--- src/rtl/tetris_pkg.sv ---
// rtl/tetris_pkg.sv - shared types for the collision checker arbiter
package tetris_pkg;

    localparam int N_REQ = 4;

    typedef enum logic [1:0] {
        REQ_DROP  = 2'd0,
        REQ_LEFT  = 2'd1,
        REQ_RIGHT = 2'd2,
        REQ_ROT   = 2'd3
    } req_id_t;

    typedef enum logic [2:0] {
        S_IDLE   = 3'd0,
        S_START  = 3'd1,
        S_WAIT   = 3'd2,
        S_CLR    = 3'd3,
        S_SETTLE = 3'd4
    } arb_state_t;

endpackage

--- src/rtl/collision_arb_rr_pick.sv ---
// rtl/collision_arb_rr_pick.sv - round-robin pick of the first pending requester at or after ptr
module rr_pick
    import tetris_pkg::*;
(
    input  logic [N_REQ-1:0] pend,
    input  logic [1:0]       ptr,
    output logic             any,
    output logic [1:0]       id
);

    logic [1:0] idx;

    // Walk offsets from farthest to nearest so the nearest set bit wins.
    always_comb begin
        any = 1'b0;
        id  = ptr;
        idx = '0;
        for (int k = N_REQ - 1; k >= 0; k--) begin
            idx = ptr + 2'(k);
            if (pend[idx]) begin
                any = 1'b1;
                id  = idx;
            end
        end
    end

endmodule

--- src/rtl/collision_arb.sv ---
// rtl/collision_arb.sv - arbitrates four move requesters onto the shared collision checker
module collision_arb
    import tetris_pkg::*;
#(
    parameter int TIMEOUT = 64
) (
    input  logic       clk,
    input  logic       Reset_n,
    input  logic       en,
    input  logic [3:0] req,
    input  logic       chk_ready,
    input  logic       chk_hit,
    input  logic       chk_free,
    output logic [1:0] sel,
    output logic       sel_valid,
    output logic       chk_start,
    output logic       chk_clr,
    output logic       done,
    output logic [1:0] done_id,
    output logic       done_ok,
    output logic       lock,
    output logic       err
);

    localparam int             CW       = $clog2(TIMEOUT);
    localparam logic [CW-1:0]  CNT_LAST = CW'(TIMEOUT - 1);

    arb_state_t     state;
    arb_state_t     state_nx;
    logic [3:0]     pend;
    logic [1:0]     ptr;
    logic [CW-1:0]  cnt;
    logic           res_ok;
    logic           res_err;

    logic           pick_any;
    logic [1:0]     pick_id;
    logic           grant;
    logic [3:0]     grant_mask;
    logic           verdict;
    logic           v_ok;
    logic           v_err;

    rr_pick u_pick (
        .pend (pend),
        .ptr  (ptr),
        .any  (pick_any),
        .id   (pick_id)
    );

    always_comb begin
        state_nx = state;
        grant    = 1'b0;
        verdict  = 1'b0;
        v_ok     = 1'b0;
        v_err    = 1'b0;
        case (state)
            S_IDLE: begin
                if (en && pick_any && chk_ready) begin
                    grant    = 1'b1;
                    state_nx = S_START;
                end
            end
            S_START: state_nx = S_WAIT;
            S_WAIT: begin
                // A hit dominates; hit together with free is a checker fault.
                if (chk_hit) begin
                    verdict = 1'b1;
                    v_err   = chk_free;
                end else if (chk_free) begin
                    verdict = 1'b1;
                    v_ok    = 1'b1;
                end else if (cnt == CNT_LAST) begin
                    verdict = 1'b1;
                    v_err   = 1'b1;
                end
                if (verdict) begin
                    state_nx = S_CLR;
                end
            end
            S_CLR: state_nx = S_SETTLE;
            S_SETTLE: begin
                if (chk_ready) begin
                    state_nx = S_IDLE;
                end
            end
            default: state_nx = S_IDLE;
        endcase
    end

    assign grant_mask = grant ? (4'b0001 << pick_id) : 4'b0000;

    always_ff @(posedge clk or negedge Reset_n) begin
        if (!Reset_n) begin
            state   <= S_IDLE;
            pend    <= '0;
            ptr     <= '0;
            cnt     <= '0;
            sel     <= '0;
            res_ok  <= 1'b0;
            res_err <= 1'b0;
        end else begin
            state <= state_nx;
            // A new request on the granted bit in the grant cycle survives the clear.
            pend  <= en ? ((pend & ~grant_mask) | req) : '0;
            if (grant) begin
                sel <= pick_id;
            end
            if (state != S_WAIT) begin
                cnt <= '0;
            end else if (cnt != '1) begin
                cnt <= cnt + CW'(1);
            end
            if (verdict) begin
                res_ok  <= v_ok;
                res_err <= v_err;
            end
            if (state == S_CLR) begin
                ptr <= sel + 2'd1;
            end
        end
    end

    assign sel_valid = (state != S_IDLE);
    assign chk_start = (state == S_START);
    assign chk_clr   = (state == S_CLR);
    assign done      = (state == S_CLR);
    assign done_id   = done ? sel : 2'd0;
    assign done_ok   = done & res_ok;
    assign lock      = done & ~res_ok & (sel == REQ_DROP);
    assign err       = done & res_err;

endmodule

--- config.mk ---
export PLATFORM = sky130hd
export DESIGN_NAME = collision_arb
export DESIGN_NICKNAME = d
export VERILOG_FILES = /design/src/rtl/tetris_pkg.sv /design/src/rtl/collision_arb_rr_pick.sv /design/src/rtl/collision_arb.sv
export SDC_FILE = /design/constraint.sdc
export NUM_CORES = 1
export LEC_CHECK = 0
export ABC_AREA = 1
export BUFFER_PORTS_ARGS = -buffer_cell sky130_fd_sc_hd__clkbuf_2
export CORE_ASPECT_RATIO = 0.75
export CORE_MARGIN = 8
export CORE_UTILIZATION = 50
export CTS_CLUSTER_DIAMETER = 200
export CTS_CLUSTER_SIZE = 40
export DETAILED_ROUTE_END_ITERATION = 8
export PLACE_DENSITY = 0.83
export SLEW_MARGIN = 10
export SYNTH_ARGS = -nofsm -noshare
export SYNTH_HDL_FRONTEND = slang
export SYNTH_SLANG_ARGS = --single-unit
--- constraint.sdc ---
create_clock -name clk -period 1.95 [get_ports clk]
set_input_delay 0.0975 -clock clk [delete_from_list [all_inputs] [get_ports clk]]
set_output_delay 0.0975 -clock clk [all_outputs]
set_load 0.01 [all_outputs]
==> results of run 1 <==
-- worst min-delay path by stage --
stage	end	slack (ns)	cells past startpoint
after floorplan	cnt[0]	-0.20	0
after global placement	state[1]	0.07	1
after detailed placement	state[1]	0.08	1
after CTS	pend[3]	0.009	3
after global routing	pend[3]	0.02	3
final	pend[3]	0.01	3
-- per-layer routing --
metal | track usage [%] | up-vias | routed length [um]
li1 | - | 582 | -
met4 | 1.770 | 0 | 9
met1 | 18.65 | 498 | 1298
met2 | 20.10 | 36 | 1201
met5 | 0 | - | 0
met3 | 5.070 | 2 | 196
-- flip-flops by register name, indices dropped and copies added (netlist names) --
signal	cells
res_ok	1
res_err	1
state	3
sel	2
ptr	2
pend	4
cnt	6
-- Yosys cell counts, types with 2 or more instances --
master and number:
a21oi_1 10, dfrtp_1 19, ha_1 2, inv_1 28, inv_2 4, nand2_1 54
nand2_2 3, nand3_1 11, nor2_1 19, nor3_1 3, o21ai_0 8
-- kinds of logic (layout without fill, tap and decap cells) --
logic type / after synthesis / count (layout) / share of synthesized area, %
flip-flops: 19 / 19 / 41.39
XOR/XNOR: 1 / 1 / 0.7627
AND/OR/NAND/NOR: 91 / 91 / 32.57
buffers and inverters: 35 / 64 / 12.64
AO/OA/AOI/OAI: 22 / 22 / 10.46
adder cells (fa/ha/maj): 2 / 2 / 2.178
-- power groups by stage --
stage	clock network, mW	registers, mW	logic (mW)
finish	0.203	0.601	0.949
global route	0.225	0.618	1.09
CTS	0.207	0.601	0.948
detailed placement	0	0.609	0.938
global placement	0	0.606	0.928
floorplan	0	0.577	0.712
-- worst max-delay path: cells and delay by family, from the launching register on --
kind	cells	cell delay, ns
simple gates	8	0.59
compound gates	2	0.37
buf+inv	1	0.15
flops	1	0.51
-- timing repair --
item / in CTS / in global routing
setup buffers: 0 / 0
hold endpoints to repair: 23 / 0
hold buffers: 5 / 0
-- per-stage QoR --
step	hold slack (ns)	total power [mW]	cell area, um2	utilization, %	worst slack [ns]
floorplan	-0.1981	1.289	1149	-	0.4955
global placement	0.06826	1.534	1276	57.14	0.2806
detailed placement	0.07554	1.547	1276	57.14	0.2979
CTS	0.009022	1.756	1353	60.56	0.2787
global route	0.01765	1.933	1353	60.56	0.04971
finish	0.01465	1.753	1353	60.56	0.2480
-- area by class of cell --
cell class,count,area (um2)
Fill cell,208,880.8
Multi-Input combinational cell,116,528.0
Sequential cell,19,475.5
Timing Repair Buffer,27,165.2
Inverter,33,126.4
Tap cell,25,31.28
Clock buffer,4,26.28
==> flow_metrics.py, run 1 <==
metrics = {
    "critical_path": {
        "path_common_cell": "nand2_1",
        "crit_slowest_cell": "dfrtp_1",
        "crit_start": "ptr[0]",
        "critPathCapture": "pend[0]",
        "rr_endpoint": "pend[0]",
        "critPathCaptureType": "flip-flop",
        "reg2reg_slack_ns": 0.25,
        "critPathMaxStageDelay_ns": 0.51,
        "rr_worst_depth": 11,
        "worst-setup-path-type": "flip-flop to flip-flop",
        "crit_chain": "inv_4 > nand2_1 > nand2_1 > nand2_2 > nand3_1 > nor2_1 > o21ai_0 > nor2_1 > nand2_1 > nand2_1 > a21oi_1",
        "arrival_ns": 1.94,
        "crit_fanout": 9,
        "r2r-start": "ptr[0]",
        "worstPathRequired_ns": 2.18,
        "startpoint_type": "flip-flop",
    },
    "cts": {
        "cts_tree": "done",
        "clockBufferDepth": 2,
        "cts-buffers-inserted": 3,
        "cts_max_level": 1,
        "ctsResizeCount": 0,
        "cts.sinks": 19,
        "clk_pin_slew_ns": 0.11,
        "ctsRootBufferMaster": "clkbuf_4",
        "clk_latency_ns": 0.30,
    },
    "yosys": {
        "synth-edff-count": 0,
        "synth_flop_cell": "dfrtp_1",
        "ys_ff_latch": 19,
        "yosysWarnings": 0,
        "syn_avg_cell_area_um2": 6.756,
        "ys_types": 20,
        "ys_top_cells_by_area": "dfrtp_1, nand2_1, inv_1, nor2_1, nand3_1",
        "synth_top_area_share_pct": 41.39,
        "synth_cells": 170,
        "seq_area_frac_synth_pct": 41.39,
        "synthesis.nets": 182,
        "synthArstFlopShare_pct": 100.0,
        "synth_top_cell_by_area": "dfrtp_1",
        "synth_area_um2": 1149,
    },
    "die": {
        "die_y_um": 57.51,
        "start_util_pct": 51.43,
        "die_w_um": 71.35,
        "rows": 15,
        "io_pins": 21,
        "design.core.area_um2": 2233,
        "die_area_um2": 4103,
    },
    "pwr": {
        "power.leakage_nw": 0.7891,
        "sw_frac_of_total_pct": 47.99,
        "clock_power_share_pct": 11.6,
        "power.internal_mw": 0.9118,
        "p_sw_mw": 0.8413,
        "ir_drop_uv": 626.6,
        "p_seq_share_pct": 34.3,
        "p_per_area_nw_per_um2": 1296,
        "comb_power_share_pct": 54.1,
    },
    "sta": {
        "fin_setup_tns_ns": 0,
        "max_slew.worst_pin.slew_ns": 0.4700,
        "drv_slew": 0,
        "maxSlewHeadroom_pct": 68.66,
        "final-hold-violation-count": 0,
        "min_period_over_period_pct": 87.28,
        "setup_viol": 0,
        "layout_min_cycle_time_ns": 1.702,
        "fmax_mhz": 587.6,
        "rsz0062_at_grt": "no",
        "fin_skew_ns": 0.003191,
    },
    "route": {
        "drt_iter0_drc": 78,
        "dr.pass1.iters": 4,
        "avgRoutedWirePerCell_um": 12.08,
        "avgViaCountPerCell": 4.991,
        "wirelength_mm": 2.706,
        "ant_nets": 0,
        "num_vias": 1118,
        "drc": 0,
    },
    "final_layout": {
        "final_common_cell": "nand2_1",
        "fin_nets": 212,
        "instances_no_fill": 224,
        "area_delta_synth_final_pct": 17.76,
        "drive_gt1_share_pct": 17.09,
        "layout_common_cells": "nand2_1, inv_1, clkbuf_2, nor2_1, dfrtp_1",
        "diodes": 0,
    },
    "global_routing": {
        "grt_pass1_wl_mm": 4.512,
        "grt.overflow.total": 0,
        "first_global_vias": 1006,
        "antenna_found_initial": 0,
        "grt_max_degree": 20,
        "grt_usage_pct": 13.62,
    },
    "job": {
        "max_cap_viol_count": 0,
    },
    "placed_design": {
        "gp_congestion": 0.8838,
        "dp_cells": 215,
        "port-buffer-count": 20,
        "hpwlAfterDp_mm": 2.204,
    },
    "min_path": {
        "hold_start": "req[3]",
        "min_path_type": "primary input to flip-flop",
    },
    "status": {
        "status": "complete, no violations",
    },
}
Power figures use the tool's default switching activity.
==> run 2, diff against run 1 <==
Settings changed: CORE_MARGIN 8 to default, MAX_ROUTING_LAYER from default to met4.
==> flow_metrics.py, run 2 (same netlist as run 1, synthesis figures left out) <==
metrics = {
    "route": {
        "dr.pass1.iters": 7,
        "drc": 3,
        "ant_nets": 0,
        "drt_iter0_drc": 50,
        "num_vias": 1118,
        "wirelength_mm": 2.553,
        "avgRoutedWirePerCell_um": 11.50,
        "avgViaCountPerCell": 5.036,
    },
    "final_layout": {
        "n_fill_cell": 195,
        "layout_common_cells": "nand2_1, inv_1, clkbuf_2, nor2_1, dfrtp_1",
        "largest_reg_flops": 6,
        "regArea_um2": 476.7,
        "final_common_cell": "nand2_1",
        "diodes": 0,
        "area_delta_synth_final_pct": 16.88,
        "top_regs": "cnt x6, pend x4, state x3",
        "multi_input_area_um2": 528.0,
        "top_register": "cnt",
        "drive_gt1_share_pct": 17.68,
        "fin_nets": 211,
    },
    "global_routing": {
        "grt_usage_pct": 25.67,
        "grt_pass1_wl_mm": 4.623,
        "first_global_vias": 1042,
        "antenna_found_initial": 0,
        "grt_max_degree": 20,
        "grt.overflow.total": 0,
    },
    "sta": {
        "rsz0062_at_grt": "no",
        "fin_skew_ns": 0.004486,
        "maxSlewHeadroom_pct": 68.49,
        "max_slew.worst_pin.slew_ns": 0.4726,
        "drv_slew": 0,
        "min_period_over_period_pct": 87.23,
        "setup_viol": 0,
        "final-hold-violation-count": 0,
        "layout_min_cycle_time_ns": 1.701,
        "fin_setup_tns_ns": 0,
        "fmax_mhz": 587.9,
        "timing.final.ws_setup_ns": 0.2489,
    },
    "pwr": {
        "comb_power_share_pct": 54.1,
        "power.internal_mw": 0.9153,
        "power.leakage_nw": 0.7842,
        "ir_drop_uv": 461.5,
        "p_sw_mw": 0.8293,
        "p_seq_share_pct": 34.6,
        "clock_power_share_pct": 11.3,
        "p_per_area_nw_per_um2": 1299,
        "sw_frac_of_total_pct": 47.53,
    },
    "critical_path": {
        "arrival_ns": 1.89,
        "worst-setup-path-type": "flip-flop to flip-flop",
        "critPathMaxStageDelay_ns": 0.49,
        "worstPathRequired_ns": 2.14,
        "critPathCaptureType": "flip-flop",
        "crit_fanout": 9,
        "startpoint_type": "flip-flop",
        "crit_slowest_cell": "dfrtp_2",
        "path_common_cell": "nand2_1",
        "crit_chain": "inv_4 > nand2_1 > nand2_1 > nand2_2 > nand2_1 > nor2_1 > nand2_1 > nand3b_2 > nor2_1 > nand2_1 > nand2_1 > a21oi_1",
    },
    "min_path": {
        "min_path_type": "primary input to flip-flop",
    },
    "die": {
        "die_y_um": 43.51,
        "io_pins": 21,
        "design.core.area_um2": 2085,
        "rows": 14,
        "start_util_pct": 55.10,
        "die_area_um2": 2495,
        "die_w_um": 57.35,
    },
    "placed_design": {
        "port-buffer-count": 20,
        "pre_cts_ws_ns": 0.2125,
        "hpwlAfterDp_mm": 2.107,
        "gp_congestion": 0.9214,
    },
    "cts": {
        "post_cts_buffers": 0,
        "clk_latency_ns": 0.29,
        "cts_tree": "done",
        "clk_pin_slew_ns": 0.11,
        "clockBufferDepth": 2,
        "cts-buffers-inserted": 3,
        "ctsRootBufferMaster": "clkbuf_4",
        "cts.sinks": 19,
        "cts_max_level": 1,
    },
    "status": {
        "status": "complete, but fails checks",
        "violations": "design-rule violations",
    },
    "job": {
        "max_cap_viol_count": 0,
    },
}
run 2: power groups by stage:
stage,registers [mW],logic [mW],clock network [mW]
final,0.603,0.945,0.197
after global routing,0.621,1.10,0.220
after CTS,0.600,0.942,0.202
after detailed placement,0.608,0.934,0
after global placement,0.602,0.923,0
after floorplan,0.577,0.712,0
run 2: stage by stage:
step                      std cells  utilization (%)  area, um2  hold WS [ns]  total power, mW
after floorplan                 170                -       1149       -0.1981            1.289
after global routing            222            64.41       1343      0.007581            1.937
after global placement          214            61.16       1275       0.06803            1.524
final                           222            64.41       1343      0.008344            1.745
after detailed placement        214            61.16       1275       0.07978            1.541
after CTS                       221            63.87       1331     0.0003527            1.744
run 2: per-layer routing:
layer / vias up / wire length (um) / global-route usage (%)
met2: 42 / 1020 / 38.37
li1: 579 / - / -
met1: 497 / 1346 / 36.59
met4: 0 / 0 / 2.927
met5: - / 0 / -
met3: 0 / 187 / 6.269
run 2: what timing repair did:
| action | CTS | global route |
|---|---|---|
| hold buffers | 3 | 1 |
| gates resized for setup | 0 | 1 |
| endpoints found under the hold margin | 21 | 1 |
| endpoints found under the setup margin | 0 | 1 |
run 2: layout make-up:
cell class | count | share of cell area [%]
inverters | 33 | 9.413
well taps | 24 | 2.237
flip-flops and latches | 19 | 35.51
multi-input cells | 116 | 39.33
repair buffers | 26 | 11.56
clock buffers | 4 | 1.957
run 2: worst paths after layout:
check	start	to	slack [ns]	cells after the start
max in group asynchronous	Reset_n	ptr[0]	1.33	2
setup / recovery	ptr[0]	pend[0]	0.25	12
setup reg to reg	ptr[0]	pend[0]	0.25	12
hold reg to reg	cnt[2]	cnt[2]	0.51	1
min in group asynchronous	Reset_n	cnt[3]	0.28	2
hold / removal	req[0]	pend[0]	0.008	3
run 2: critical path, delay by kind of cell, from the launching register on:
family	cells	cell delay [ns]
simple gates	10	0.92
flops	1	0.49
buf+inv	1	0.12
compound gates	1	0.06
